**config.mk**
```make
export PLATFORM = sky130hd
export DESIGN_NAME = monitor_temp_multicanal
export DESIGN_NICKNAME = d
export VERILOG_FILES = /design/src/rtl/monitoreo_pkg.sv /design/src/rtl/canal_monitoreo.sv /design/src/rtl/monitor_temp_multicanal.sv
export SDC_FILE = /design/constraint.sdc
export NUM_CORES = 1
export LEC_CHECK = 0
export ABC_AREA = 1
export BUFFER_PORTS_ARGS = -buffer_cell sky130_fd_sc_hd__buf_2
export CELL_PAD_IN_SITES_DETAIL_PLACEMENT = 0
export CELL_PAD_IN_SITES_GLOBAL_PLACEMENT = 1
export CORE_MARGIN = 1.5
export CORE_UTILIZATION = 40
export CTS_CLUSTER_DIAMETER = 150
export DETAILED_ROUTE_END_ITERATION = 16
export PLACE_DENSITY_LB_ADDON = 0.1
export SETUP_SLACK_MARGIN = 0.4
export SYNTH_ARGS = -nofsm -noshare
export SYNTH_HDL_FRONTEND = slang
export SYNTH_SLANG_ARGS = --single-unit
```
**constraint.sdc**
```tcl
create_clock -name clk -period 4.1 [get_ports clk]
set_clock_uncertainty 0.2 [all_clocks]
set_input_delay 0.82 -clock clk [delete_from_list [all_inputs] [get_ports clk]]
set_output_delay 0.82 -clock clk [all_outputs]
set_load 0.05 [all_outputs]
```
**src/rtl/monitoreo_pkg.sv**
```systemverilog
// rtl/monitoreo_pkg.sv - shared types and default parameters for the multi-channel temperature monitor
package monitoreo_pkg;

  typedef enum logic [1:0] {
    NORMAL   = 2'b00,
    FRIO     = 2'b01,
    CALIENTE = 2'b10,
    ALERTA   = 2'b11
  } estado_t;

  localparam int N_CH_DEF      = 4;
  localparam int W_DEF         = 11;
  localparam int N_PERSIST_DEF = 3;

endpackage

```
**src/rtl/canal_monitoreo.sv**
```systemverilog
// rtl/canal_monitoreo.sv - one channel: persistence counters, safe flag, control FSM and actuator decode
module canal_monitoreo
  import monitoreo_pkg::*;
#(
  parameter int W         = W_DEF,
  parameter int N_PERSIST = N_PERSIST_DEF,
  parameter int CW        = $clog2(N_PERSIST + 1)
) (
  input  logic                clk,
  input  logic                arst_n,
  input  logic                sel,
  input  logic signed [W-1:0] temp,
  input  logic signed [W-1:0] umbral_bajo,
  input  logic signed [W-1:0] umbral_alto,
  input  logic signed [W-1:0] umbral_critico,
  input  logic        [W-2:0] histeresis,
  input  logic                ack,
  output logic        [1:0]   estado,
  output logic                calefactor,
  output logic                ventilador,
  output logic                alerta
);

  localparam logic [CW-1:0] CMAX = CW'(N_PERSIST);

  estado_t       est_q, est_d;
  logic [CW-1:0] cont_alto_q, cont_alto_d;
  logic [CW-1:0] cont_bajo_q, cont_bajo_d;
  logic          seguro_q, seguro_d;

  // One extra bit so threshold +/- hysteresis can never wrap.
  logic signed [W:0] temp_x, bajo_x, alto_x, crit_x, hist_x;
  logic signed [W:0] lim_salida_alto, lim_salida_bajo;
  logic              sobre_alto, bajo_bajo, critico, seguro_ahora, sale_frio;

  assign temp_x          = {temp[W-1], temp};
  assign bajo_x          = {umbral_bajo[W-1], umbral_bajo};
  assign alto_x          = {umbral_alto[W-1], umbral_alto};
  assign crit_x          = {umbral_critico[W-1], umbral_critico};
  assign hist_x          = {2'b00, histeresis};
  assign lim_salida_alto = alto_x - hist_x;
  assign lim_salida_bajo = bajo_x + hist_x;

  assign sobre_alto   = temp_x > alto_x;
  assign bajo_bajo    = temp_x < bajo_x;
  assign critico      = temp_x >= crit_x;
  assign seguro_ahora = temp_x <= lim_salida_alto;
  assign sale_frio    = temp_x >= lim_salida_bajo;

  function automatic logic [CW-1:0] inc_sat(input logic [CW-1:0] c);
    return (c == CMAX) ? c : c + CW'(1);
  endfunction

  always_comb begin
    cont_alto_d = cont_alto_q;
    cont_bajo_d = cont_bajo_q;
    seguro_d    = seguro_q;
    est_d       = est_q;

    if (sel) begin
      seguro_d = seguro_ahora;
      if (sobre_alto) begin
        cont_alto_d = inc_sat(cont_alto_q);
        cont_bajo_d = '0;
      end else if (bajo_bajo) begin
        cont_bajo_d = inc_sat(cont_bajo_q);
        cont_alto_d = '0;
      end else begin
        cont_alto_d = '0;
        cont_bajo_d = '0;
      end
    end

    // The ack only counts on the edge it is present, using this edge's safe flag.
    if (sel && critico) begin
      est_d = ALERTA;
    end else if (est_q == ALERTA) begin
      if (ack && seguro_d) est_d = NORMAL;
    end else if (sel) begin
      case (est_q)
        NORMAL: begin
          if (cont_alto_d == CMAX)      est_d = CALIENTE;
          else if (cont_bajo_d == CMAX) est_d = FRIO;
        end
        CALIENTE: if (seguro_ahora) est_d = NORMAL;
        FRIO:     if (sale_frio)    est_d = NORMAL;
        default:  est_d = est_q;
      endcase
    end

    if (est_d != est_q) begin
      cont_alto_d = '0;
      cont_bajo_d = '0;
    end
  end

  always_ff @(posedge clk or negedge arst_n) begin
    if (!arst_n) begin
      est_q       <= NORMAL;
      cont_alto_q <= '0;
      cont_bajo_q <= '0;
      seguro_q    <= 1'b0;
    end else begin
      est_q       <= est_d;
      cont_alto_q <= cont_alto_d;
      cont_bajo_q <= cont_bajo_d;
      seguro_q    <= seguro_d;
    end
  end

  assign estado     = est_q;
  assign calefactor = (est_q == FRIO);
  assign ventilador = (est_q == CALIENTE) || (est_q == ALERTA);
  assign alerta     = (est_q == ALERTA);

endmodule

```
**src/rtl/monitor_temp_multicanal.sv**
```systemverilog
// rtl/monitor_temp_multicanal.sv - multi-channel temperature monitor: channel decode, per-channel monitors, global alarm
module monitor_temp_multicanal
  import monitoreo_pkg::*;
#(
  parameter int N_CH      = N_CH_DEF,
  parameter int W         = W_DEF,
  parameter int N_PERSIST = N_PERSIST_DEF,
  parameter int CW        = $clog2(N_PERSIST + 1),
  localparam int CHW      = (N_CH > 1) ? $clog2(N_CH) : 1
) (
  input  logic                clk,
  input  logic                arst_n,
  input  logic                muestra_valida,
  input  logic [CHW-1:0]      canal,
  input  logic signed [W-1:0] temp_entrada,
  input  logic signed [W-1:0] umbral_bajo,
  input  logic signed [W-1:0] umbral_alto,
  input  logic signed [W-1:0] umbral_critico,
  input  logic [W-2:0]        histeresis,
  input  logic [N_CH-1:0]     ack_alerta,
  output logic [2*N_CH-1:0]   estado,
  output logic [N_CH-1:0]     calefactor,
  output logic [N_CH-1:0]     ventilador,
  output logic [N_CH-1:0]     alerta,
  output logic                alerta_global,
  output logic                err_canal
);

  logic [N_CH-1:0] sel;
  logic            canal_invalido;

  // Only matters when N_CH is not a power of two (or is 1).
  assign canal_invalido = (32'(canal) >= N_CH);

  for (genvar c = 0; c < N_CH; c++) begin : g_canal
    assign sel[c] = muestra_valida && (canal == CHW'(c));

    canal_monitoreo #(
      .W         (W),
      .N_PERSIST (N_PERSIST),
      .CW        (CW)
    ) u_canal (
      .clk            (clk),
      .arst_n         (arst_n),
      .sel            (sel[c]),
      .temp           (temp_entrada),
      .umbral_bajo    (umbral_bajo),
      .umbral_alto    (umbral_alto),
      .umbral_critico (umbral_critico),
      .histeresis     (histeresis),
      .ack            (ack_alerta[c]),
      .estado         (estado[2*c +: 2]),
      .calefactor     (calefactor[c]),
      .ventilador     (ventilador[c]),
      .alerta         (alerta[c])
    );
  end

  always_ff @(posedge clk or negedge arst_n) begin
    if (!arst_n) err_canal <= 1'b0;
    else         err_canal <= muestra_valida && canal_invalido;
  end

  assign alerta_global = |alerta;

endmodule

```
Word level (Yosys, flattened, before mapping)

Cells that the tools add are included.
W data, S select, Z words.

Bits in registers: 28
Bits of input ports: 63

$add $sub $neg: 10
Magnitude comparators: 5
Equality and inequality tests: 35
Multiplexer cells: 76
Reduce and logical (&&, ||, !) cells: 22

Operators by type and width:

| operator              | count |
|---|---|
| $mux W2               | 68 |
| $eq A2 B2 Y1 const B  | 26 |
| $pmux W2 S3           | 4 |
| $add A2 B1 Y2 const B | 8 |
| $add A11 B11 Y12      | 1 |
| $ge A11 B12 Y1        | 1 |
| $le A11 B12 Y1        | 1 |
| $logic_and A1 B1 Y1   | 12 |
| $sub A11 B11 Y12      | 1 |
| $ge A11 B11 Y1        | 1 |
| $gt A11 B11 Y1        | 1 |
| $lt A11 B11 Y1        | 1 |
| $eq A2 B1 Y1 const B  | 5 |
| $logic_not A2 Y1      | 5 |
| $ne A2 B2 Y1          | 4 |
| $logic_or A1 B1 Y1    | 4 |
| $mux W1               | 4 |
| $reduce_or A4 Y1      | 1 |

Longest topological paths before layout

Depth in word-level cells: 14
Mapped depth: 31

Modules after synthesis

Synthesis repeated with hierarchy kept, for this count alone.

Cells, all modules: 1677
Area total of the unflattened synthesis: 11061.9 sq um

By module, submodules not included:

| module                                   | times used | cells each | area an instance (sq um) | sequential area each (sq um) |
|---|---|---|---|---|
| canal_monitoreo (g_canal[0].u_canal ...) | 3          | 418        | 2760.1                   | 175.2 |
| canal_monitoreo (g_canal[1].u_canal)     | 1          | 410        | 2728.9                   | 175.2 |
| monitor_temp_multicanal                  | 1          | 13         | 52.6                     | 0.0 |

Worst setup path before layout

Ideal clock, no wire load.

Kind: input port to flip-flop
From: input umbral_alto[0]
To: register g_canal[1].u_canal.cont_alto_q[0]
Library setup time: 0.116 ns
Arrival: 4.005 ns
Data required time: 3.784 ns
Path slack: -0.221 ns
Stages: 30
Path through: inv_1 ha_1 fa_1 o21ai_0 nand2_1 nand2_1 a21oi_1 o21ai_0 nand2_1 nand2_1 a21oi_1 xor2_1 ha_1 nand2_1 nor2_2 inv_2 nor2_1 nand2_1 nand3_2 nand2_2 nand3_2 nand2_2 nand2_2 nand2_1 a21boi_2 nand2_1 nand2_1 nand2_1 nand3_2 nor2_1

Elaborated cells on any way between the ends: 21
Those cells by class: add/sub: 1; order compare: 2; eq/ne: 3; mux: 14; reduce/logical: 1

RTL lines:

| item                                  | RTL line                      | source |
|---|---|---|
| from (decl)                           | monitor_temp_multicanal.sv:17 | `input logic signed [W-1:0] umbral_alto,` |
| $sub A11 B11 Y12                      | canal_monitoreo.sv:41         | `assign lim_salida_alto = alto_x - hist_x;` |
| $le A11 B12 Y1                        | canal_monitoreo.sv:47         | `assign seguro_ahora = temp_x <= lim_salida_alto;` |
| $mux W1                               | canal_monitoreo.sv:60         | `if (sel) begin` |
| net g_canal[1].u_canal.seguro_d       | canal_monitoreo.sv:29         | `logic seguro_q, seguro_d;` |
| $logic_and A1 B1 Y1                   | canal_monitoreo.sv:78         | `if (ack && seguro_d) est_d = NORMAL;` |
| $mux W2                               | canal_monitoreo.sv:78         |  |
| $mux W2                               | canal_monitoreo.sv:77         | `end else if (est_q == ALERTA) begin` |
| $mux W2                               | canal_monitoreo.sv:75         | `if (sel && critico) begin` |
| net g_canal[1].u_canal.est_d[1]       | canal_monitoreo.sv:26         | `estado_t est_q, est_d;` |
| $ne A2 B2 Y1                          | canal_monitoreo.sv:91         | `if (est_d != est_q) begin` |
| $mux W2                               | canal_monitoreo.sv:91         |  |
| net g_canal[1].u_canal.cont_alto_d[0] | canal_monitoreo.sv:27         | `logic [CW-1:0] cont_alto_q, cont_alto_d;` |
| to (signal assigned)                  | canal_monitoreo.sv:105        | `cont_alto_q <= cont_alto_d;` |
| to (decl)                             | canal_monitoreo.sv:27         |  |

The timed path passes the listed nets, and every way through them passes these cells.

Worst setup path in the final report

From: input umbral_alto[0]
To: register g_canal[1].u_canal.cont_alto_q[1]

Same word-level chain as after synthesis.

==> results.sh <==
export IMPL_die_area_sq_mm=0.0113
export IMPL_ff2ff_setup_slack_ns=2.25
export IMPL_yosysUniqueCellTypes=37
export IMPL_totalWireLength_mm=11.4
export IMPL_required_ns=4.08
export IMPL_n_antenna_cell=0
export IMPL_htree_levels=1
export IMPL_ys_flop_type="dfrtp_1"
export IMPL_synth_top_cell_area_share_pct=22.4
export IMPL_ys_ff_latch=28
export IMPL_root_buffer="clkbuf_8"
export IMPL_p_int_w=0.000985
export IMPL_final_core_util_pct=53.2
export IMPL_clock_path_buffers=2
export IMPL_rr_endpoint="g_canal[1].u_canal.cont_alto_q[1]"
export IMPL_finalSetupViolations=2
export IMPL_rr_worst_depth=10
export IMPL_use_met2_pct=35.6
export IMPL_vdd_drop_max_mv=0.421
export IMPL_run_status="finished with violations"
export IMPL_tightest_slew_ns=0.674
export IMPL_fp_dieH_um=106
export IMPL_global_route_usage_met1_pct=30.0
export IMPL_numCtsBuffers=3
export IMPL_seq_power_share_pct=18.5
export IMPL_maxSlewViolCount=0
export IMPL_yosysTopAreaCell="ha_1"
export IMPL_grt_pass1_vias=4308
export IMPL_grt_max_degree=29
export IMPL_leakage_nw=3.00
export IMPL_cts_tree="yes"
export IMPL_cpMaxStageDelayCell="fa_2"
export IMPL_die_x_um=106
export IMPL_cpMostUsedCell="nand2_1"
export IMPL_yosysSeqAreaShare_pct=16.5
export IMPL_path_clk_slew_ns=0.10
export IMPL_drt_pass1_iter_count=4
export IMPL_clock_latency_ns=0.28
export IMPL_setup_ws_ns=-0.0151
export IMPL_via_per_inst=4.85
export IMPL_synth_commonest_cells="nand2_1, inv_1, ha_1"
export IMPL_syn_area_sq_mm=0.00425
export IMPL_maxCapViolations=0
export IMPL_crit_cells=31
export IMPL_area_growth_pct=29.2
export IMPL_fin_cells=890
export IMPL_globalRouteTotalUtil_pct=21.1
export IMPL_swShare_pct=57.0
export IMPL_ys_async_sr_fraction_pct=100
export IMPL_critPathTopFamily="simple AND/OR/NAND/NOR gates"
export IMPL_fin_setup_tns_ns=-0.0248
export IMPL_fmax_mhz=243
export IMPL_final_antenna_net_count=0
export IMPL_critical_path_startpoint_type="input port"
export IMPL_clkPwrFrac_pct=7.8
export IMPL_hold_viol_final=0
export IMPL_synth_fp_nets=784
export IMPL_cp_arrival_ns=4.10
export IMPL_initial_core_util_pct=41.2
export IMPL_rows=37
export IMPL_violations="negative setup slack"
export IMPL_drc=0
export IMPL_hp_class="input port to asynchronous set/reset pin"
export IMPL_worstPathBufferInverterCount=3
export IMPL_syn_area_per_cell_sq_um=6.61
export IMPL_pwr_share_comb_pct=73.7
export IMPL_netlist_instances=643
export IMPL_synth_edf_count=0
export IMPL_r2r_start="g_canal[1].u_canal.estado[1]"
export IMPL_final_layout_size_suffix_gt1_share_pct=29.6
export IMPL_num_vias=4314
export IMPL_power_w=0.00229
export IMPL_cp_slowest_stage_delay_ns=0.34
export IMPL_antenna_found_initial=0
export IMPL_crit_path_end_kind="flip-flop"
export IMPL_io_pins=85
export IMPL_powerDensity_mw_per_mm2=417
export IMPL_p_switching_w=0.00131
export IMPL_min_period_ns=4.12
export IMPL_crit_type="input port to flip-flop"
export IMPL_cts_sinks=28
export IMPL_path_max_fanout=4
export IMPL_rsz0062_at_grt="yes"
export IMPL_startpoint="umbral_alto[0]"
export IMPL_crit_end="g_canal[1].u_canal.cont_alto_q[1]"
export IMPL_worst_hold_slack_ns=0.361
export IMPL_grt_busiest_layer="met2"
export IMPL_period_share_pct=100
export IMPL_synth_warnings=0
export IMPL_post_synth_top_count_cell="nand2_1"
export IMPL_grt_pass1_wl_mm=19.5
export IMPL_core_sq_mm=0.0103
export IMPL_grt_overflow_total=0
export IMPL_nets=896
export IMPL_dp_cells=872
export IMPL_drtIter0Drc=150
export IMPL_hpwl_mm=9.34
export IMPL_synth_area_leaders="ha_1, dfrtp_1, nand2_1, inv_1, nand3_1"
export IMPL_place_gp_congestion=0.844
export IMPL_maxSlewHeadroom_pct=55.1
export IMPL_wl_per_cell_um=12.8
export IMPL_port_buffers=83
export IMPL_hold_buffers=0
export IMPL_grt_util_met3_pct=2.21
-- repair_timing --
action | 4_1_cts | 5_1_grt
pin swaps | 35 | 30
endpoints found under the setup margin | 24 | 28
setup buffers | 8 | 6
gates cloned | 0 | 0
resized for setup | 28 | 41
-- placed cells by master, fill, tap and decap left out, types with 3 or more instances in the layout --
cell / count
a21oi_1: 32
a21oi_2: 8
and2_1: 4
buf_2: 78
buf_4: 41
buf_6: 6
buf_8: 3
clkbuf_8: 4
dfrtp_1: 28
ha_1: 70
ha_4: 6
inv_1: 106
inv_2: 7
nand2_1: 142
nand2_2: 15
nand2_4: 4
nand3_1: 37
nand3_2: 9
nand3_4: 4
nand4_1: 16
nor2_1: 46
nor2_2: 9
nor3_1: 4
nor3_4: 3
o21ai_0: 11
o21ai_1: 7
o21ai_2: 4
o21bai_1: 5
o21bai_2: 3
or2_2: 3
xnor2_1: 6
xor2_1: 12
-- cell type report --
type | count | area, sq um
Timing Repair Buffer | 128 | 811
Clock buffer | 4 | 55.1
Sequential cell | 28 | 701
Inverter | 116 | 445
Tap cell | 136 | 170
Multi-Input combinational cell | 478 | 3310
Fill cell | 1070 | 4830
-- power by group through the flow --
stage | Sequential, W | Combinational [W] | Clock [W]
2_1_floorplan | 0.000535 | 0.00108 | 0
3_3_place_gp | 0.000423 | 0.00146 | 0
3_5_place_dp | 0.000427 | 0.00148 | 0
4_1_cts | 0.000421 | 0.00155 | 0.000181
5_1_grt | 0.000436 | 0.00186 | 0.000194
6_report | 0.000424 | 0.00169 | 0.000178
-- worst reg2reg max path, cell delays in order (launching register included) --
cell and delay [ns]:
dfrtp_1 0.48, nand2_1 0.20, clkinv_1 0.19, nor2_1 0.16, o21ai_1 0.07, nand2_1 0.09, nand2_1 0.07, nand2_1 0.08
nand2_2 0.08, nand3_4 0.09, nor2_2 0.05
-- registers in the layout, indices dropped and copies added (netlist names) --
register	flops
g_canal.u_canal.seguro_q	4
g_canal.u_canal.estado	8
g_canal.u_canal.cont_alto_q	8
g_canal.u_canal.cont_bajo_q	8
-- cells by family after synthesis --
group                      count (synthesis)  synth area share, %
and+or+nand+nor                          301                 32.0
other                                      1               0.0882
buffers and inverters                    137                 13.5
DFF                                       28                 16.5
xor gates and xnor gates                  18                 3.71
adders and majority gates                 78                 23.3
AOI/OAI and AO/OA                         80                 10.9
-- worst min-delay path by stage --
| stage | slack, ns | to | depth (start not counted) | from |
|---|---|---|---|---|
| after CTS | 0.29 | g_canal[1].u_canal.seguro_q | 2 | g_canal[1].u_canal.seguro_q |
| final | 0.36 | g_canal[3].u_canal.cont_alto_q[0] | 1 | arst_n |
| after global placement | 0.27 | g_canal[1].u_canal.seguro_q | 2 | g_canal[1].u_canal.seguro_q |
| after floorplan | 0.25 | g_canal[1].u_canal.seguro_q | 2 | g_canal[1].u_canal.seguro_q |
| after global routing | 0.40 | g_canal[3].u_canal.cont_alto_q[0] | 1 | arst_n |
| after detailed placement | 0.27 | g_canal[1].u_canal.seguro_q | 2 | g_canal[1].u_canal.seguro_q |
-- metal layers --
layer / part of all wire (%) / up-vias
met5: 0 / -
met3: 3.8 / 6
met2: 46 / 72
li1: - / 2284
met4: 0.45 / 0
met1: 50 / 1952
-- metrics by stage --
step	area, sq um	setup WS (ns)
finish	5490	-0.0151
global route	5490	-0.339
CTS	5290	-0.0587
detailed placement	5050	-0.553
global placement	5050	-0.513
floorplan	4370	0.0951
Note: power is estimated with default switching activity, not from simulation.
